===== src/rtl/mem_bus_arbiter.sv =====
// mem_bus_arbiter
//   Shares one external request/acknowledge memory port between instruction
//   fetch and MEM-stage data access. One transaction is in flight at a time.
//   When both sides request, DATA wins unless the last completed grant was
//   DATA; in that case fetch goes first so it is never starved. The block
//   returns fetched and loaded words, raises the pipeline stalls, and aborts a
//   transaction after TIMEOUT cycles without an ack. An abort sets a sticky
//   error flag.
//
// Ports
//   clk, rst                 clock (rising edge), async active-low reset
//   if_req/if_addr           fetch request and pc
//   if_inst/if_valid         last fetched word; 1-cycle "new word" pulse
//   d_req/d_write/d_addr/d_wdata   data request (store when d_write=1)
//   d_rdata/d_valid          last loaded word; 1-cycle completion pulse
//   bus_req/bus_we/bus_addr/bus_wdata   external request, held until done
//   bus_rdata/bus_ack        external read data and completion
//   stall_pipe/stall_fetch   pipeline freeze controls
//   bus_err                  sticky timeout flag
module mem_bus_arbiter #(
    parameter int unsigned TIMEOUT = 255
) (
    input  logic        clk,
    input  logic        rst,
    input  logic        if_req,
    input  logic [31:0] if_addr,
    output logic [31:0] if_inst,
    output logic        if_valid,
    input  logic        d_req,
    input  logic        d_write,
    input  logic [31:0] d_addr,
    input  logic [31:0] d_wdata,
    output logic [31:0] d_rdata,
    output logic        d_valid,
    output logic        bus_req,
    output logic        bus_we,
    output logic [31:0] bus_addr,
    output logic [31:0] bus_wdata,
    input  logic [31:0] bus_rdata,
    input  logic        bus_ack,
    output logic        stall_pipe,
    output logic        stall_fetch,
    output logic        bus_err
);
    typedef enum logic [1:0] {S_IDLE, S_INST, S_DATA} state_t;

    localparam logic [7:0] TO8 = 8'(TIMEOUT);

    state_t      state_q;
    logic        last_data_q;
    logic [7:0]  cnt_q, cnt_d;
    logic [31:0] if_inst_q, d_rdata_q, bus_addr_q, bus_wdata_q;
    logic        if_valid_q, d_valid_q, bus_req_q, bus_we_q, bus_err_q;

    logic        elig_i, elig_d, pick_i, pick_d;
    logic        timeout, done;
    logic [31:0] rdata_eff;

    // A requester whose valid pulse is high this cycle has just been served;
    // its req is still up only because it has not seen the pulse yet.
    assign elig_i = if_req & ~if_valid_q;
    assign elig_d = d_req  & ~d_valid_q;
    assign pick_d = elig_d & (~elig_i | ~last_data_q);
    assign pick_i = elig_i & ~pick_d;

    // The counter holds (bus cycle - 1), so the abort fires at the end of
    // bus cycle TIMEOUT. A real ack in that same cycle takes precedence.
    assign cnt_d     = cnt_q + 8'd1;
    assign timeout   = ~bus_ack & (cnt_d == TO8);
    assign done      = bus_ack | timeout;
    assign rdata_eff = bus_ack ? bus_rdata : 32'h0;

    always_ff @(posedge clk or negedge rst) begin
        if (!rst) begin
            state_q     <= S_IDLE;
            last_data_q <= 1'b0;
            cnt_q       <= 8'd0;
            if_inst_q   <= 32'h0;
            if_valid_q  <= 1'b0;
            d_rdata_q   <= 32'h0;
            d_valid_q   <= 1'b0;
            bus_req_q   <= 1'b0;
            bus_we_q    <= 1'b0;
            bus_addr_q  <= 32'h0;
            bus_wdata_q <= 32'h0;
            bus_err_q   <= 1'b0;
        end else begin
            if_valid_q <= 1'b0;
            d_valid_q  <= 1'b0;
            case (state_q)
                S_IDLE: begin
                    if (pick_d) begin
                        state_q     <= S_DATA;
                        bus_req_q   <= 1'b1;
                        bus_we_q    <= d_write;
                        bus_addr_q  <= d_addr;
                        bus_wdata_q <= d_wdata;
                        cnt_q       <= 8'd0;
                    end else if (pick_i) begin
                        state_q     <= S_INST;
                        bus_req_q   <= 1'b1;
                        bus_we_q    <= 1'b0;
                        bus_addr_q  <= if_addr;
                        bus_wdata_q <= 32'h0;
                        cnt_q       <= 8'd0;
                    end
                end
                S_INST, S_DATA: begin
                    if (done) begin
                        state_q     <= S_IDLE;
                        bus_req_q   <= 1'b0;
                        cnt_q       <= 8'd0;
                        last_data_q <= (state_q == S_DATA);
                        if (!bus_ack)
                            bus_err_q <= 1'b1;
                        if (state_q == S_INST) begin
                            if_inst_q  <= rdata_eff;
                            if_valid_q <= 1'b1;
                        end else begin
                            d_valid_q <= 1'b1;
                            if (!bus_we_q)
                                d_rdata_q <= rdata_eff;
                        end
                    end else begin
                        cnt_q <= cnt_d;
                    end
                end
                default: state_q <= S_IDLE;
            endcase
        end
    end

    assign if_inst     = if_inst_q;
    assign if_valid    = if_valid_q;
    assign d_rdata     = d_rdata_q;
    assign d_valid     = d_valid_q;
    assign bus_req     = bus_req_q;
    assign bus_we      = bus_we_q;
    assign bus_addr    = bus_addr_q;
    assign bus_wdata   = bus_wdata_q;
    assign bus_err     = bus_err_q;

    assign stall_pipe  = d_req & ~d_valid_q;
    assign stall_fetch = (if_req & ~if_valid_q) | stall_pipe;

endmodule


===== config.mk =====
export PLATFORM = sky130hd
export DESIGN_NAME = mem_bus_arbiter
export DESIGN_NICKNAME = d
export VERILOG_FILES = /design/src/rtl/mem_bus_arbiter.sv
export SDC_FILE = /design/constraint.sdc
export NUM_CORES = 1
export LEC_CHECK = 0
export CAP_MARGIN = 10
export CORE_MARGIN = 3
export CORE_UTILIZATION = 44
export DETAILED_ROUTE_END_ITERATION = 10
export HOLD_SLACK_MARGIN = 0.08
export PLACE_DENSITY = 0.87
export SETUP_SLACK_MARGIN = 0.2
export SYNTH_ARGS = -nofsm -noshare
export SYNTH_HDL_FRONTEND = slang
export SYNTH_SLANG_ARGS = --single-unit

===== constraint.sdc =====
create_clock -name clk -period 4.4 [get_ports clk]
set_clock_uncertainty 0.05 [all_clocks]
set_input_delay 1.1 -clock clk [delete_from_list [all_inputs] [get_ports clk]]
set_output_delay 1.1 -clock clk [all_outputs]
set_load 0.005 [all_outputs]

==> results_dict.tcl <==
set metrics [dict create \
    cts_setup_buffers 0 \
    period_share_pct 78.4 \
    final_cell_mix "clkdlybuf4s50_1 (267), dfrtp_1 (144), a22o_1 (101), nand2_1 (41), o21ai_0 (33)" \
    drtAntennaViolNets 0 \
    worst-path-buf-inv 2 \
    crit_family "buffers and inverters" \
    hpwlAfterDp_um 12600 \
    rows 41 \
    drt_wl_total_um 18100 \
    grt_overflow 0 \
    synth_cell_type_count 41 \
    synth.avg_cell_area_sq_um 12.8 \
    grt_pass1_wl_um 28100 \
    crit_top_cell "clkdlybuf4s50_1" \
    end_kind "output pin" \
    min_period_ps 3450 \
    io-pin-count 269 \
    cts.sinks 144 \
    leakage_nw 4.14 \
    htreeDepth 4 \
    cp_slowest_cell "clkdlybuf4s50_1" \
    maxCapViolations 0 \
    synthesis.nets 589 \
    fp.dieH_um 120 \
    layout_commonest_cell "clkdlybuf4s50_1" \
    ys_seq_area_share_pct 62.8 \
    dr.pass1.iters 5 \
    first_iter_violations 395 \
    vdd_drop_max_mv 0.363 \
    dp_worst_setup_slack_ps 952 \
    stdcell_area_sq_um 9180 \
    hold_class "flop to flop" \
    path_max_fanout 3 \
    wl_per_cell_um 20.1 \
    grt_pass1_vias 5257 \
    vias_per_cell 5.45 \
    max_stage_delay_ps 520 \
    cp.required_ps 3250 \
    core_area_sq_um 12700 \
    antenna_found_initial 0 \
    clock_latency_ps 410 \
    status "complete, no violations" \
    synth-seq-cells 144 \
    tritoncts "done" \
    slew_violations 0 \
    finalSetupViolations 0 \
    crit_type "input port to output pin" \
    gr-usage-all-layers_pct 25.0 \
    hold_violations 0 \
    ctsHoldBuffers 0 \
    rsz0062_at_grt "false" \
    clkTransAtPathRegs_ps 60 \
    drive_gt1_share_pct 7.13 \
    die-area_sq_um 14500 \
    cts_inserted_buffers 17 \
    grt_max_degree 116 \
    vias 4913 \
    tightest_slew_ps 1020 \
    fp.dieW_um 120 \
    fin_nets 855 \
    syn_area_sq_um 5740 \
    syn-instance-count 450 \
    max_freq_mhz 290 \
    finalSetupTns_ps 0 \
    placed_cell_area_sq_um 8600 \
    crit_chain "clkdlybuf4s50_1 > nand2b_1 > nand2_1 > clkdlybuf4s50_1" \
    syn_to_final_growth_pct 59.9 \
    max_slew_margin_pct 31.7 \
    remaining_drc_errors 0 \
    clockRootBuffer "clkbuf_16" \
    finalWorstSetupSlack_ps 950 \
    n_fill_cell 875 \
    start_kind "input port" \
    cts_max_path_buffers 2 \
    antenna_cells 0 \
    whs_ps 417 \
    cts_resized 0 \
    critPathArrivalTime_ps 2300 \
    start_util_pct 45.3 \
    globalplace.congestion 0.802 \
    portBuffers 268 \
    ys_warn_count 0 \
    power_density_nw_per_um2 703 \
]
area by class of cell:
type                            instances  area, sq um  share of cell area [%]
Tap cell                              172          215                    2.34
Sequential cell                       144         3600                    39.2
Inverter                                8         30.0                   0.327
Clock buffer                           23          478                    5.20
Multi-Input combinational cell        266         1980                    21.6
Timing Repair Buffer                  279         2770                    30.1
Clock inverter                          9          108                    1.17
Yosys cell counts, drive strengths merged:
| cell type | instances | area share (%) |
|---|---|---|
| o2bb2ai | 1 | 0.15 |
| or3 | 1 | 0.11 |
| xor2 | 1 | 0.15 |
| mux2i | 32 | 5.6 |
| o22ai | 1 | 0.11 |
| clkbuf | 22 | 1.4 |
| mux2 | 1 | 0.20 |
| a2111oi | 1 | 0.48 |
| nor3b | 1 | 0.13 |
| dfrtp | 144 | 63 |
| nand3 | 2 | 0.26 |
| a22o | 101 | 15 |
| a21boi | 1 | 0.13 |
| a21oi | 1 | 0.087 |
| nand2 | 43 | 2.8 |
| a221o | 1 | 0.17 |
| inv | 7 | 0.46 |
| nand2b | 2 | 0.22 |
| a32o | 2 | 0.35 |
| nor3 | 2 | 0.17 |
| o21ai | 35 | 3.1 |
| nor2b | 3 | 0.33 |
| and3 | 5 | 0.54 |
| a21o | 1 | 0.13 |
| nor2 | 6 | 0.44 |
| buf | 10 | 0.87 |
| or2 | 2 | 0.22 |
| nor4 | 1 | 0.11 |
| o211ai | 2 | 0.35 |
| and3b | 1 | 0.15 |
| o31ai | 6 | 0.78 |
| ha | 5 | 1.1 |
| nand3b | 2 | 0.26 |
| o31a | 1 | 0.15 |
| clkinv | 1 | 0.065 |
| a31o | 1 | 0.15 |
| a211oi | 1 | 0.13 |
through the flow:
stage | utilization, % | instances | power (mW)
after floorplan | - | 450 | 3.34
after global placement | 67.9 | 869 | 4.95
after detailed placement | 67.9 | 869 | 5.04
after CTS | 72.5 | 901 | 6.51
after global routing | 72.5 | 901 | 6.81
final | 72.5 | 901 | 6.46
registers in the layout, indices dropped and copies added (netlist names), 2 cells and up:
register and cells:
state_q 2, cnt_q 8, bus_addr 32, if_inst 32
bus_wdata 32, d_rdata 32
power breakdown:
group	internal, mW	switching [mW]	total [mW]
registers	1.92	0.378	2.30
logic	1.64	1.10	2.74
clock network	0.879	0.536	1.41
kinds of logic after synthesis:
| group | share of synthesized area, % |
|---|---|
| simple gates | 5.75 |
| mux | 5.77 |
| fa+ha+maj | 1.09 |
| flops | 62.8 |
| xor+xnor | 0.153 |
| compound gates | 21.6 |
| buf+inv | 2.83 |
worst reg2reg max path: stages, from the launching register on:
cell and delay [ps]:
dfrtp_1 440, ha_1 260, nand3_2 160, xor2_1 210
a2111oi_4 780, o211ai_2 130, buf_4 280, a22o_1 310
layer usage:
layer	GRT usage, %	part of all wire, %	wire length, um
met5	0	0	0
met2	43.7	54	9770
met4	9.56	2.4	434
met3	4.91	4.3	776
met1	30.8	39	7130
worst paths after layout:
check / cells after the start / start / to / slack (ps)
min reg2reg: 1 / bus_err$_DFFE_PN0P_ / bus_err$_DFFE_PN0P_ / 420
max reg2reg: 7 / cnt_q[1]$_DFFE_PN0P_ / if_inst[9]$_DFFE_PN0P_ / 1670
min in group asynchronous: 1 / rst / d_rdata[13]$_DFFE_PN0P_ / 790
max in group asynchronous: 2 / rst / bus_wdata[13]$_DFFE_PN0P_ / 2530
max: 4 / d_req / stall_fetch / 950
min: 1 / bus_err$_DFFE_PN0P_ / bus_err$_DFFE_PN0P_ / 420
Power figures use the tool's default switching activity.
